==> src/rtl/sysid_reader_master.sv <==
// rtl/sysid_reader_master.sv - reads system-ID and timestamp words over Avalon-MM and compares them
// Two-read check sequence with a per-state stall/response timeout.
module sysid_reader_master #(
   parameter logic [31:0] EXPECTED_ID        = 32'd0,
   parameter logic [31:0] EXPECTED_TIMESTAMP = 32'd1520871514,
   parameter int          TIMEOUT_CYCLES     = 255
) (
   input  logic        clock,
   input  logic        reset,
   input  logic        start,
   output logic        avm_address,
   output logic        avm_read,
   input  logic        avm_waitrequest,
   input  logic [31:0] avm_readdata,
   input  logic        avm_readdatavalid,
   output logic        busy,
   output logic        done,
   output logic [31:0] id_value,
   output logic [31:0] timestamp_value,
   output logic        match,
   output logic        timeout
);

   localparam logic [2:0] S_IDLE    = 3'd0;
   localparam logic [2:0] S_ID_REQ  = 3'd1;
   localparam logic [2:0] S_ID_WAIT = 3'd2;
   localparam logic [2:0] S_TS_REQ  = 3'd3;
   localparam logic [2:0] S_TS_WAIT = 3'd4;
   localparam logic [2:0] S_FINISH  = 3'd5;

   localparam logic [15:0] TIMEOUT_LIMIT = 16'(TIMEOUT_CYCLES - 1);

   logic [2:0]  state;
   logic [2:0]  state_nxt;
   logic [15:0] tcnt;
   logic        in_bus;
   logic        expire;

   always_comb begin
      state_nxt = state;
      case (state)
         S_IDLE:    if (start)              state_nxt = S_ID_REQ;
         S_ID_REQ:  if (!avm_waitrequest)   state_nxt = S_ID_WAIT;
         S_ID_WAIT: if (avm_readdatavalid)  state_nxt = S_TS_REQ;
         S_TS_REQ:  if (!avm_waitrequest)   state_nxt = S_TS_WAIT;
         S_TS_WAIT: if (avm_readdatavalid)  state_nxt = S_FINISH;
         default:                           state_nxt = S_IDLE;
      endcase
   end

   assign in_bus      = (state == S_ID_REQ) || (state == S_ID_WAIT) ||
                        (state == S_TS_REQ) || (state == S_TS_WAIT);
   // A pending transition always beats the timeout in the same cycle.
   assign expire      = in_bus && (state_nxt == state) && (tcnt == TIMEOUT_LIMIT);
   assign avm_read    = (state == S_ID_REQ) || (state == S_TS_REQ);
   assign avm_address = (state == S_TS_REQ);
   assign busy        = (state != S_IDLE);

   always_ff @(posedge clock or posedge reset) begin
      if (reset) begin
         state           <= S_IDLE;
         tcnt            <= 16'd0;
         done            <= 1'b0;
         id_value        <= 32'd0;
         timestamp_value <= 32'd0;
         match           <= 1'b0;
         timeout         <= 1'b0;
      end else begin
         done <= 1'b0;
         if (expire) begin
            state   <= S_IDLE;
            tcnt    <= 16'd0;
            done    <= 1'b1;
            timeout <= 1'b1;
            match   <= 1'b0;
         end else begin
            state <= state_nxt;
            if (state_nxt != state)
               tcnt <= 16'd0;
            else if (in_bus)
               tcnt <= tcnt + 16'd1;

            if (state == S_ID_WAIT && avm_readdatavalid)
               id_value <= avm_readdata;

            // The timestamp and the match verdict land together as FINISH is entered.
            if (state == S_TS_WAIT && avm_readdatavalid) begin
               timestamp_value <= avm_readdata;
               match   <= (id_value == EXPECTED_ID) && (avm_readdata == EXPECTED_TIMESTAMP);
               timeout <= 1'b0;
               done    <= 1'b1;
            end
         end
      end
   end

endmodule

==> config.mk <==
export PLATFORM = sky130hd
export DESIGN_NAME = sysid_reader_master
export DESIGN_NICKNAME = d
export VERILOG_FILES = /design/src/rtl/sysid_reader_master.sv
export SDC_FILE = /design/constraint.sdc
export NUM_CORES = 1
export LEC_CHECK = 0
export CAP_MARGIN = 0
export CORE_AREA = 3 3 89 99
export DETAILED_ROUTE_END_ITERATION = 6
export DIE_AREA = 0 0 92 102
export DONT_BUFFER_PORTS = 1
export HOLD_SLACK_MARGIN = 0.08
export PLACE_DENSITY = 0.65
export SLEW_MARGIN = 10
export SYNTH_ARGS = -nofsm -noshare
export SYNTH_HDL_FRONTEND = slang
export SYNTH_SLANG_ARGS = --single-unit
==> constraint.sdc <==
create_clock -name clock -period 4.37 [get_ports clock]
set_input_delay 0.874 -clock clock [delete_from_list [all_inputs] [get_ports clock]]
set_output_delay 0.874 -clock clock [all_outputs]
set_load 0.01 [all_outputs]
==> impl_metrics.ini <==
[outcome]
outcome = complete, no violations

[logic_synthesis]
yosys_most_used_dff = dfrtp_1
yosys.area.top_type = dfrtp_1
synth_top_area_frac = 0.5536
synth_commonest_cells = 108 x nand2_1, 86 x dfrtp_1, 30 x mux2_2
synth-warning-count = 0
async_reset_ff_frac = 1.000
syn_inst = 367
synth.most_common_cell = nand2_1
syn_area_um2 = 3887
ys_seq_area_frac = 0.5536
postSynthAreaPerCell_um2 = 10.59
synth_area_leaders = dfrtp_1 55%, nand2_1 10%, mux2_2 8.7%, a31oi_1 2.7%, nor4_1 1.6%
synth_cell_types = 52
syn_nets = 406
synth-edff-count = 0
synth_seq_cells = 86

[floorplanning]
ioPinCount = 107
die_w_um = 92
die_area_um2 = 9384
rows = 34
core_area_um2 = 7913
die_h_um = 102
initial_core_util = 0.4913

[cts]
htree_num_levels = 3
cts_tree = yes
post_cts_buffers = 0
cts_inserted_buffers = 9
cts_resized = 0
clkTransAtPathRegs_ns = 0.09
clock-sinks = 86
postCtsHoldBufs = 0
clock-root-buffer = clkbuf_8
clock_path_buffers = 2
insertion_delay_ns = 0.35

[critical_path]
cp.arrival_ns = 2.68
critPathTopFamily = simple AND/OR/NAND/NOR gates
cp-start-kind = flop
reg2reg_slack_ns = 1.90
worstReg2RegStart = tcnt[0]$_DFFE_PP0P_
cp.depth = 6
slowest_delay_ns = 0.80
path_buf_inv = 1
crit_type = flop to flop
r2r_end = tcnt[3]$_DFFE_PP0P_
cp-end-kind = flop
slowest_stage = nand4b_1
cp-endpoint = tcnt[3]$_DFFE_PP0P_
reg2reg_depth = 6
crit_fanout = 21
setup.worst_path.start = tcnt[0]$_DFFE_PP0P_
worstPathRequired_ns = 4.58
path_cells = inv_1 -> ha_1 -> nor4b_1 -> nand4b_1 -> nand2_2 -> o21ai_0

[detailed_routing]
num_vias = 2732
routedWlPerCell_um = 19.32
wirelength_mm = 9.236
drtIter0Drc = 122
drc = 0
firstDrtPassIters = 4
viasPerCell = 5.715
drtAntennaViolNets = 0

[cells_and_area]
multiInputGateArea_um2 = 1639
layout-drive-gt1-share = 0.1784
fin_nets = 404
fin_util = 0.5286
fillCellCount = 760
regArea_um2 = 2152
diodes = 0
area_delta_synth_final_pct = 7.596
design_area_um2 = 4183

[timing]
period_share = 0.5650
worst_pin_slew_ns = 1.046
layout_min_cycle_time_ns = 2.469
setup_tns_ns = 0
slew_headroom = 0.3019
fin_skew_ns = 0.01255
finalHoldViolCount = 0
rsz0062_at_grt = false
final_max_slew_viol_count = 0
holdWs_ns = 0.5318
setup_violations = 0
max_freq_mhz = 405.0

[flow_run]
cap_violations = 0

[global_routing]
track_usage = 0.2027
antenna_found_initial = 0
grt_max_degree = 61
grt_pass1_wl_mm = 14.72
gr-total-overflow = 0
first_global_vias = 2722

[placed_design]
place.gp.congestion = 0.8571
hpwl_mm = 6.700
io_buffers = 0
place_area_um2 = 3976

[power]
p_switching_mw = 1.094
p_int_mw = 1.720
pwr_density_cell_nw_per_um2 = 672.7
ir_drop_uv = 340.8
power.leakage_nw = 1.854
p_sw_frac = 0.3888
seqPwrFrac = 0.576
pwr-share-comb = 0.223
clock_power_share = 0.202

[min_path]
min-delay-path-class = flop to flop
[layout make-up]
cell class | instances | area share
Timing Repair Buffer | 4 | 0.007179
Clock inverter | 6 | 0.01645
Inverter | 5 | 0.004786
Clock buffer | 10 | 0.03290
Sequential cell | 86 | 0.5145
Multi-Input combinational cell | 259 | 0.3919
Tap cell | 108 | 0.03231
[cell usage in the layout, fill, tap and decap left out, drive strengths merged, types with 2 or more instances in the layout]
master,Yosys,routed
a31oi,17,17
and3,3,3
buf,9,4
clkbuf,8,10
clkinv,0,4
dfrtp,86,86
ha,2,2
inv,5,5
mux2,32,32
nand2,109,109
nand2b,2,2
nand3,11,11
nand3b,3,3
nand4,10,10
nor2,6,6
nor2b,2,2
nor3,4,4
nor4,10,10
nor4b,6,6
nor4bb,6,6
o211ai,4,4
o21ai,8,8
o22ai,2,2
or2,2,2
or3,2,2
or4,3,3
or4b,2,2
xnor2,3,3
xor2,2,2
[stage by stage]
stage	cells	setup WS, ns	power (mW)
global route	478	1.658	3.005
floorplan	367	1.274	2.063
detailed placement	462	1.973	2.276
CTS	478	1.953	2.847
finish	478	1.901	2.814
global placement	462	2.008	2.248
[power groups by stage]
stage	logic [mW]	clock network [mW]	registers [mW]
after floorplan	0.575	0	1.49
after global placement	0.614	0	1.63
after detailed placement	0.636	0	1.64
after CTS	0.635	0.584	1.63
after global routing	0.717	0.613	1.68
final	0.626	0.568	1.62
[sequential cells by signal, indices dropped and copies added, names as in the netlist]
name and cells:
state 3, id_value 32, timeout 1, done 1, match 1, tcnt 16, timestamp_value 32
[worst register-to-register path, delay by kind of cell (launching register included)]
| family | cells | cell delay, ns |
|---|---|---|
| flip-flops | 1 | 0.47 |
| AND/OR/NAND/NOR | 3 | 1.52 |
| adder cells (fa/ha/maj) | 1 | 0.13 |
| buffers and inverters | 1 | 0.09 |
| AO/OA/AOI/OAI | 1 | 0.14 |
[how the worst min path moves through the flow]
stage	to	depth (start not counted)	start
CTS	tcnt[13]$_DFFE_PP0P_	1	tcnt[13]$_DFFE_PP0P_
detailed placement	tcnt[13]$_DFFE_PP0P_	1	tcnt[13]$_DFFE_PP0P_
finish	tcnt[14]$_DFFE_PP0P_	1	tcnt[14]$_DFFE_PP0P_
global placement	tcnt[13]$_DFFE_PP0P_	1	tcnt[13]$_DFFE_PP0P_
floorplan	tcnt[13]$_DFFE_PP0P_	1	tcnt[13]$_DFFE_PP0P_
global route	tcnt[13]$_DFFE_PP0P_	1	tcnt[13]$_DFFE_PP0P_
[logic make-up after synthesis]
| group | after synthesis | share of synthesized area |
|---|---|---|
| buffers and inverters | 22 | 0.02864 |
| xor gates and xnor gates | 5 | 0.01127 |
| DFF | 86 | 0.5536 |
| muxes | 33 | 0.09527 |
| adders and majority gates | 2 | 0.006436 |
| AOI/OAI and AO/OA | 34 | 0.05503 |
| and+or+nand+nor | 185 | 0.2498 |
[routing by layer]
layer | wire length [µm] | global-route usage
met3 | 937 | 0.08837
met2 | 4421 | 0.3197
met1 | 3761 | 0.2537
met4 | 116 | 0.06514
met5 | 0 | 0
(Power assumes the default switching activity.)
